[src/rtl/mem_port_arbiter.sv]
// Two-port arbiter in front of a single-port synchronous RAM: A is read-only, B reads and writes.
// Define MEM_ARB_RR_EN for strict alternation on contention; default is B priority with an A starvation limit.
module mem_port_arbiter #(
    parameter int unsigned DATA_WIDTH   = 16,
    parameter int unsigned ADDR_WIDTH   = 10,
    parameter int unsigned STARVE_LIMIT = 4
) (
    input  logic                  clk,
    input  logic                  reset,
    input  logic                  a_req,
    input  logic [ADDR_WIDTH-1:0] a_addr,
    output logic                  a_gnt,
    output logic                  a_rvalid,
    output logic [DATA_WIDTH-1:0] a_rdata,
    input  logic                  b_req,
    input  logic                  b_we,
    input  logic [ADDR_WIDTH-1:0] b_addr,
    input  logic [DATA_WIDTH-1:0] b_wdata,
    output logic                  b_gnt,
    output logic                  b_rvalid,
    output logic [DATA_WIDTH-1:0] b_rdata,
    output logic [ADDR_WIDTH-1:0] mem_addr,
    output logic [DATA_WIDTH-1:0] mem_data,
    output logic                  mem_we,
    input  logic [DATA_WIDTH-1:0] mem_q
);

    typedef enum logic {
        WIN_A = 1'b0,
        WIN_B = 1'b1
    } win_e;

    localparam logic [7:0] STARVE_LIM = STARVE_LIMIT[7:0];

    win_e                  last_win_q, last_win_d;
    logic [7:0]            starve_cnt_q, starve_cnt_d;
    logic                  a_rvalid_q, a_rvalid_d;
    logic                  b_rvalid_q, b_rvalid_d;
    logic [ADDR_WIDTH-1:0] addr_hold_q, addr_hold_d;
    logic                  pick_a;

    always_comb begin
`ifdef MEM_ARB_RR_EN
        pick_a = (last_win_q == WIN_B);
`else
        pick_a = (starve_cnt_q == STARVE_LIM);
`endif
        a_gnt    = 1'b0;
        b_gnt    = 1'b0;
        mem_addr = '0;
        mem_data = '0;
        mem_we   = 1'b0;
        if (!reset) begin
            if (a_req && b_req) begin
                a_gnt = pick_a;
                b_gnt = ~pick_a;
            end else begin
                a_gnt = a_req;
                b_gnt = b_req;
            end
            // With no grant the RAM keeps seeing the last issued address.
            if (a_gnt) begin
                mem_addr = a_addr;
            end else if (b_gnt) begin
                mem_addr = b_addr;
            end else begin
                mem_addr = addr_hold_q;
            end
            mem_data = b_wdata;
            mem_we   = b_gnt & b_we;
        end
    end

    always_comb begin
        addr_hold_d = mem_addr;
        a_rvalid_d  = a_gnt;
        b_rvalid_d  = b_gnt & ~b_we;
        last_win_d  = last_win_q;
        if (a_gnt) begin
            last_win_d = WIN_A;
        end else if (b_gnt) begin
            last_win_d = WIN_B;
        end
`ifdef MEM_ARB_RR_EN
        starve_cnt_d = '0;
`else
        if (a_gnt || !a_req) begin
            starve_cnt_d = '0;
        end else if (starve_cnt_q != 8'hFF) begin
            starve_cnt_d = starve_cnt_q + 8'd1;
        end else begin
            starve_cnt_d = starve_cnt_q;
        end
`endif
    end

    always_ff @(posedge clk) begin
        if (reset) begin
            last_win_q   <= WIN_A;
            starve_cnt_q <= '0;
            a_rvalid_q   <= 1'b0;
            b_rvalid_q   <= 1'b0;
            addr_hold_q  <= '0;
        end else begin
            last_win_q   <= last_win_d;
            starve_cnt_q <= starve_cnt_d;
            a_rvalid_q   <= a_rvalid_d;
            b_rvalid_q   <= b_rvalid_d;
            addr_hold_q  <= addr_hold_d;
        end
    end

    // RAM output is already aligned to the cycle after the grant.
    assign a_rvalid = a_rvalid_q;
    assign b_rvalid = b_rvalid_q;
    assign a_rdata  = mem_q;
    assign b_rdata  = mem_q;

endmodule
[config.mk]
export PLATFORM = sky130hd
export DESIGN_NAME = mem_port_arbiter
export DESIGN_NICKNAME = d
export VERILOG_FILES = /design/src/rtl/mem_port_arbiter.sv
export SDC_FILE = /design/constraint.sdc
export NUM_CORES = 1
export LEC_CHECK = 0
export ABC_AREA = 0
export BUFFER_PORTS_ARGS = -buffer_cell sky130_fd_sc_hd__clkbuf_2
export CORE_MARGIN = 10
export CORE_UTILIZATION = 41
export CTS_BUF_LIST = sky130_fd_sc_hd__clkbuf_8 sky130_fd_sc_hd__clkbuf_16
export DETAILED_ROUTE_END_ITERATION = 8
export HOLD_SLACK_MARGIN = 0.12
export PLACE_DENSITY = 0.84
export SLEW_MARGIN = 20
export SYNTH_ARGS = -nofsm -noshare
export SYNTH_HDL_FRONTEND = slang
export SYNTH_SLANG_ARGS = --single-unit
[constraint.sdc]
create_clock -name clk -period 1.9 [get_ports clk]
set_input_delay 0.38 -clock clk [delete_from_list [all_inputs] [get_ports clk]]
set_output_delay 0.38 -clock clk [all_outputs]
set_load 0.01 [all_outputs]
# Word-level counts from Yosys, hierarchy flattened
# Index checks and enable logic that the tools add are counted.
# totals
inputBits	57
register_bits	20
output_inout_bits	63
wordCells	26
# op_classes
n_bitwise	4
n_reduce_logical	4
add_sub_neg	1
n_mux	11
n_eq_ne	2
# op_table
cell	n
$mux 10	3
$mux 16	1
$add 8x1->8 const B	1
$eq 8x3->1 const B	1
$ne 8x8->1 const B	1
$mux 1	7
$and 1x1->1	2
$not 1->1	2
$reduce_or 2->1	1
$logic_and 1x1->1	1
$logic_not 1->1	1
$logic_or 1x1->1	1

# Longest topological paths before layout
# Gate-level depths: netlist of the first run.
# logic_depth
depth_word	7
ltp_mapped	6
ltp_nobuf	5

# Least setup slack after synthesis of the first run
# Ideal clock, no wire load.
# synth_timing
path_kind	flip-flop to output port
from	register starve_cnt_q[0]
to	output mem_addr[9]
slack_ns	0.057
stages_incl_launch_ff	7
required_ns	1.520
n_path_buf	1
arrival_ns	1.463
path_cell_list	dfxtp_1 -> inv_1 -> ha_1 -> and4b_4 -> a32o_2 -> buf_6 -> o211ai_1
# synth_via
elab_chain_len	7
elab_cells_between_ends	9
cone_classes	eq/ne (1); mux (7); bitwise (1)
# synth_lines
item	line_no	text
start: declaration	36	logic [7:0] starve_cnt_q, starve_cnt_d;
start signal: assignment	106	starve_cnt_q <= starve_cnt_d;
$eq 8x3->1 *	46	pick_a = (starve_cnt_q == STARVE_LIM);
$not 1->1	56	b_gnt = ~pick_a;
$mux 1	54	if (a_req && b_req) begin
$mux 1	53	if (!reset) begin
$mux 10	64	end else if (b_gnt) begin
$mux 10 *	62	if (a_gnt) begin
$mux 10 *	53	
end: declaration	22	output logic [ADDR_WIDTH-1:0] mem_addr,
# Mark *: on every way between the ends. The rest lies on a longest branch, timed or not. The select of a mux whose other input is x is not followed.

# Worst setup path after layout of the first run
# layout_timing
from	register starve_cnt_q[0]
to	output a_gnt
# layout_via
elab_chain_len	4
# layout_lines
item	line_no	text
$eq 8x3->1	46	
$mux 1	54	
$mux 1 (2 in a row)	53	
end: declaration	12	output logic a_gnt,
# No other way between the ends. The select of a mux whose other input is x is not followed.

==> results of run 1 <==
[layout make-up]
cell class | count | area [sq um]
well taps | 50 | 62.6
clock buffers | 3 | 41.3
multi-input cells | 133 | 996
fillers | 340 | 1840
inverters | 4 | 15.0
repair buffers | 99 | 638
flip-flops and latches | 20 | 403
[where the power goes]
part	internal (mW)	switching, mW	total, mW
Combinational	0.162	0.146	0.309
Clock	0.141	0.138	0.279
Sequential	0.445	0.00714	0.452
Total	0.749	0.291	1.04
[cell families after synthesis]
kind of cell             after synthesis
AND/OR/NAND/NOR                       97
buffers and inverters                 51
AO/OA/AOI/OAI                         33
flip-flops                            20
adder cells (fa/ha/maj)                2
XOR/XNOR                               1
[registers in the layout (all words and copies together) (netlist names)]
signal / flops
a_rvalid: 1
addr_hold_q: 10
b_rvalid: 1
starve_cnt_q: 8
[through the flow]
stage                     hold slack [ps]  setup slack [ps]
after floorplan                       452              57.3
after global placement                555             -60.2
after detailed placement              554             -69.4
after CTS                             279              -261
after global routing                  285              -302
final                                 279              -246
[worst paths after layout]
kind	startpoint	end	cells after the start
hold reg to reg	starve_cnt_q[1]$_SDFFE_PP0P_	starve_cnt_q[1]$_SDFFE_PP0P_	3
hold / removal	b_we	b_rvalid$_SDFF_PP0_	2
setup reg to reg	starve_cnt_q[0]$_SDFFE_PP0P_	addr_hold_q[1]$_SDFF_PP0_	9
setup / recovery	starve_cnt_q[0]$_SDFFE_PP0P_	a_gnt	8
[repair_timing]
action | in CTS | in global routing
resized for setup | 13 | 12
cloned | 1 | 0
setup endpoints to repair | 13 | 13
pin swaps | 6 | 3
setup buffers | 5 | 2
endpoints found under the hold margin | 0 | 0
[placed cells by master (no fill, tap or decap), types with 2 or more instances in the layout]
cell and n:
inv_2 2, nand2_1 2, and2_1 2, nor2b_1 29, and3_1 4, nor2_1 3
buf_12 5, dfxtp_1 18, buf_4 22, dfxtp_2 2, nor3_2 5, buf_6 2
or4b_1 10, nand3_1 2, and4_1 2, or3_1 10, nand4_1 11, nor3_1 11
o211ai_1 20, clkbuf_2 61, buf_2 9, inv_1 2, a21oi_1 6, clkbuf_8 3
[worst max-delay path, delay by kind of cell, from the launching register on]
family          cells  cell delay [ps]
simple gates        2              310
flops               1              340
buf+inv             4              430
compound gates      1              280
fa+ha+maj           1              140
[per-layer routing]
| layer | vias up | GRT usage [%] | routed length [microns] |
|---|---|---|---|
| li1 | 827 | - | - |
| met1 | 766 | 14.5 | 1970 |
| met2 | 78 | 22.6 | 2390 |
| met3 | 10 | 5.89 | 538 |
| met4 | 0 | 6.70 | 114 |
| met5 | - | 0 | 0 |
==> reports/qor.yml, run 1 <==
synth_seq_cells: 20
ys_top_cells_by_count: "buf_4 (34), nor2b_1 (30), dfxtp_1 (20), o211ai_1 (20)"
ant_nets: 0
finalSetupViolations: 13
worstPathCellList: "inv_2, ha_4, and4b_4, a32o_2, buf_4, buf_12, nor2b_4, buf_6"
die_area_sq_um: 7100
htree_levels: 1
antenna_found_initial: 0
path_clk_slew_ps: 70
synthArstFlopShare_pct: 0
core_sq_um: 4000
end_kind: "output port"
rsz0062_at_grt: "yes"
synth_most_common_cell: "buf_4"
ys_seq_area_share_pct: 23.6
drive_above_1_share_pct: 46.3
slowest_stage: "dfxtp_2"
first_pass_iters: 4
cts_tree: "built"
synth-xor-area-share_pct: 0.517
synth_top_area_share_pct: 23.6
dpl-instance-area_sq_um: 1990
hold_path_class: "primary input to register"
outcome: "complete, but fails checks"
tightestPinTransition_ps: 289
slew_viol_final: 0
period_needed_ps: 2150
antenna-diode-count: 0
nets: 320
cp_max_fo: 3
finClkSkew_ps: 2.64
fin_setup_tns_ps: -2460
first_global_vias: 1787
synth_compound_area_share_pct: 14.5
overflow: 0
root_buffer: "clkbuf_8"
pwr_density_cell_nw_per_um2: 482
reg2reg_slack_ps: 90
layout_worst_path_cycle_share_pct: 113
grt_use_total_pct: 13.6
hold_viol: 0
placedCellCount: 299
hold_buffers: 0
die-width_microns: 84.3
synth_top_area_cell: "dfxtp_1"
final_util_pct: 53.9
vias_per_cell: 5.44
final_cells: 309
start_util_pct: 42.4
synth_edf_count: 0
relSlewSlack_pct: 80.7
synth_simple_gate_area_share_pct: 39.5
critPathKind: "register to output port"
yosys_warnings: 0
syn_inst: 204
clk_path_buf_depth: 2
via_count: 1681
yosys-top-cells-area: "dfxtp_1 (24%), buf_4 (15%), nor2b_1 (11%)"
max_freq_mhz: 466
grt_first_pass_wirelength_microns: 8290
syn_nets: 263
netlist_area_sq_um: 1690
dp_hpwl_microns: 3860
arrival_ps: 1770
synth_flop_cell: "dfxtp_1"
area_delta_synth_final_pct: 27.3
cp.required_ps: 1520
final_cell_area_sq_um: 2160
synthAdderAreaFrac_pct: 1.48
drt_iter0_drc: 113
io_buffer_count: 71
wl_per_cell_microns: 16.2
wirelength_microns: 5010
clk_latency_ps: 260
violations: "setup timing"
avgSynthCellArea_sq_um: 8.30
grt_start_max_net_pins: 24
fin_ws_ps: -246
die_y_microns: 84.3
crit_path_start_kind: "register"
vdd_drop_max_uv: 230
finalPower_mw: 1.04
synth_top_family_by_area: "simple AND/OR/NAND/NOR gates"
drc: 0
crit_path_max_incr_delay_ps: 340
routabilityCongestion: 0.866
cts_sinks: 20
rows: 23
cts-buffers-inserted: 3
yosys-mux-area-fraction_pct: 0
synth_cell_type_count: 35
maxCapViolCount: 0
ios: 120
leakage_nw: 0.947
No activity file was read; power rests on OpenSTA's default activity.
==> run 2, diff against run 1 <==
Settings changed: CELL_PAD_IN_SITES_DETAIL_PLACEMENT set to 1, CELL_PAD_IN_SITES_GLOBAL_PLACEMENT set to 2, CORE_UTILIZATION 41 to 21.
==> run 2 against run 1 <==
  * The flow still finishes with violations (setup timing)
  * Critical path type unchanged
  * Total power is 0.14% lower
  * Largest power group unchanged
  * Register-to-register slack better by 170 ps
  * Critical endpoint is now mem_addr[8]
  * Routed wire length is 17% higher
==> reports/qor.yml, run 2 (synthesis results as in run 1) <==
outcome: "complete, but fails checks"  # unchanged
violations: "setup timing"  # unchanged
dp_hpwl_microns: 4460  # was 3860 microns
overflow: 0  # unchanged
clk_latency_ps: 260  # about the same
drt_iter0_drc: 90  # was 113
top_register: "addr_hold_q"  # unchanged
path_clk_slew_ps: 70  # about the same
crit_family: "buffers and inverters"  # unchanged
pwr_density_cell_nw_per_um2: 465  # was 482 nW/um^2
ios: 120  # unchanged
worstPathCellList: "buf_6, nor4b_4, buf_4, nand4_1, o211ai_1, buf_2"  # was inv_2, ha_4, and4b_4, a32o_2, buf_4, buf_12, nor2b_4, buf_6
dpl-instance-area_sq_um: 2040  # was 1990 sq um
post-place-ws_ps: -140  # was -69.4 ps
rows: 32  # was 23
largest_reg_flops: 10  # unchanged
final_cells: 363  # was 309
wirelength_microns: 5860  # was 5010 microns
area_delta_synth_final_pct: 31.9  # was 27.3%
drc: 0  # unchanged
clk_path_buf_depth: 2  # unchanged
finClkSkew_ps: 2.56  # was 2.64 ps
max_freq_mhz: 488  # was 466 MHz
fillers: 961  # was 340
htree_levels: 1  # unchanged
hold_viol: 0  # unchanged
core_sq_um: 7770  # was 4000 sq um
antenna-diode-count: 0  # unchanged
nets: 322  # was 320
critPathKind: "register to output port"  # unchanged
end_kind: "output port"  # unchanged
wl_per_cell_microns: 16.1  # was 16.2 microns
slowest_stage: "dfxtp_2"  # unchanged
antenna_found_initial: 0  # unchanged
final_cell_mix: "clkbuf_2 (59), nor2b_1 (29), buf_4 (23)"  # was clkbuf_2 (61), nor2b_1 (29), buf_4 (22)
grt_use_total_pct: 9.78  # was 13.6%
io_buffer_count: 71  # unchanged
hold_buffers: 0  # unchanged
tightestPinTransition_ps: 289  # about the same
crit_path_start_kind: "register"  # unchanged
worst-path-buf-inv: 3  # was 4
cts-buffers-inserted: 3  # unchanged
die-width_microns: 110  # was 84.3 microns
layout_worst_path_cycle_share_pct: 108  # was 113%
die_y_microns: 110  # was 84.3 microns
cts_tree: "built"  # unchanged
vdd_drop_max_uv: 179  # was 230 uV
leakage_nw: 0.952  # was 0.947 nW
drive_above_1_share_pct: 47.9  # was 46.3%
finalPower_mw: 1.04  # about the same
fin_setup_tns_ps: -1380  # was -2460 ps
ant_nets: 0  # unchanged
cp.required_ps: 1520  # about the same
via_count: 1743  # was 1,681
placedCellCount: 352  # was 299
routabilityCongestion: 0.739  # was 0.866
fin_ws_ps: -151  # was -246 ps
first_pass_iters: 4  # unchanged
hold_path_class: "primary input to register"  # unchanged
relSlewSlack_pct: 80.7  # about the same
maxCapViolCount: 0  # unchanged
grt_start_max_net_pins: 24  # unchanged
finalSetupViolations: 11  # was 13
hold_slack_ps: 282  # was 279 ps
period_needed_ps: 2050  # was 2150 ps
final_common_cell: "clkbuf_2"  # unchanged
first_global_vias: 1965  # was 1,787
cts_sinks: 20  # unchanged
slew_viol_final: 0  # unchanged
rsz0062_at_grt: "yes"  # unchanged
vias_per_cell: 4.80  # was 5.44
final_util_pct: 28.8  # was 53.9%
start_util_pct: 21.8  # was 42.4%
final_cell_area_sq_um: 2230  # was 2160 sq um
largestRegisters: "addr_hold_q (10), starve_cnt_q (8)"  # unchanged
arrival_ps: 1670  # was 1770 ps
die_area_sq_um: 12100  # was 7100 sq um
reg2reg_slack_ps: 260  # was 90 ps
root_buffer: "clkbuf_8"  # unchanged
grt_first_pass_wirelength_microns: 9580  # was 8290 microns
crit_path_max_incr_delay_ps: 340  # about the same
cp_max_fo: 5  # was 3
==> run 2: cell count changes in the layout (fill, tap and decap cells not counted), sizes merged <==
cell,change
a32o,+2
clkbuf,-2
buf,+2
==> run 2: routing by layer <==
metal	vias to the layer above	track usage, %	wire [microns]
met1	816	11.7	2470
met5	-	0	0
li1	840	-	-
met3	18	3.51	622
met2	69	15.7	2640
met4	0	3.72	133
==> run 2: report_power, final <==
part	leakage, nW	internal, mW	switching [mW]
logic	0.763	0.151	0.152
clock network	0.0216	0.142	0.142
registers	0.167	0.445	0.00736
==> run 2: final cells by class <==
type	count	area, sq um	area share [%]
timing repair buffer	99	614	27.5
tap	102	128	5.71
sequential	20	405	18.1
clock buffer	3	41.3	1.85
inverter	4	15.0	0.672
multi-input combinational	135	1030	46.1
==> run 2: final timing paths <==
check | to | cells past startpoint | from
setup / recovery | mem_addr[8] | 6 | starve_cnt_q[3]$_SDFFE_PP0P_
setup reg to reg | starve_cnt_q[4]$_SDFFE_PP0P_ | 6 | starve_cnt_q[0]$_SDFFE_PP0P_
hold reg to reg | starve_cnt_q[1]$_SDFFE_PP0P_ | 3 | starve_cnt_q[1]$_SDFFE_PP0P_
hold / removal | b_rvalid$_SDFF_PP0_ | 2 | b_we
==> run 2: worst register-to-register path: cells and delay by family, from the launching register on <==
family          cells  cell delay (ps)
compound gates      1              470
buf+inv             2              220
simple gates        2              410
fa+ha+maj           1              140
flops               1              340
==> run 2: what timing repair did <==
item                                    CTS  global route
setup buffers                             2             4
endpoints found under the setup margin   13            13
resized for setup                        11            22
pin swaps                                10            12
cloned                                    2             1
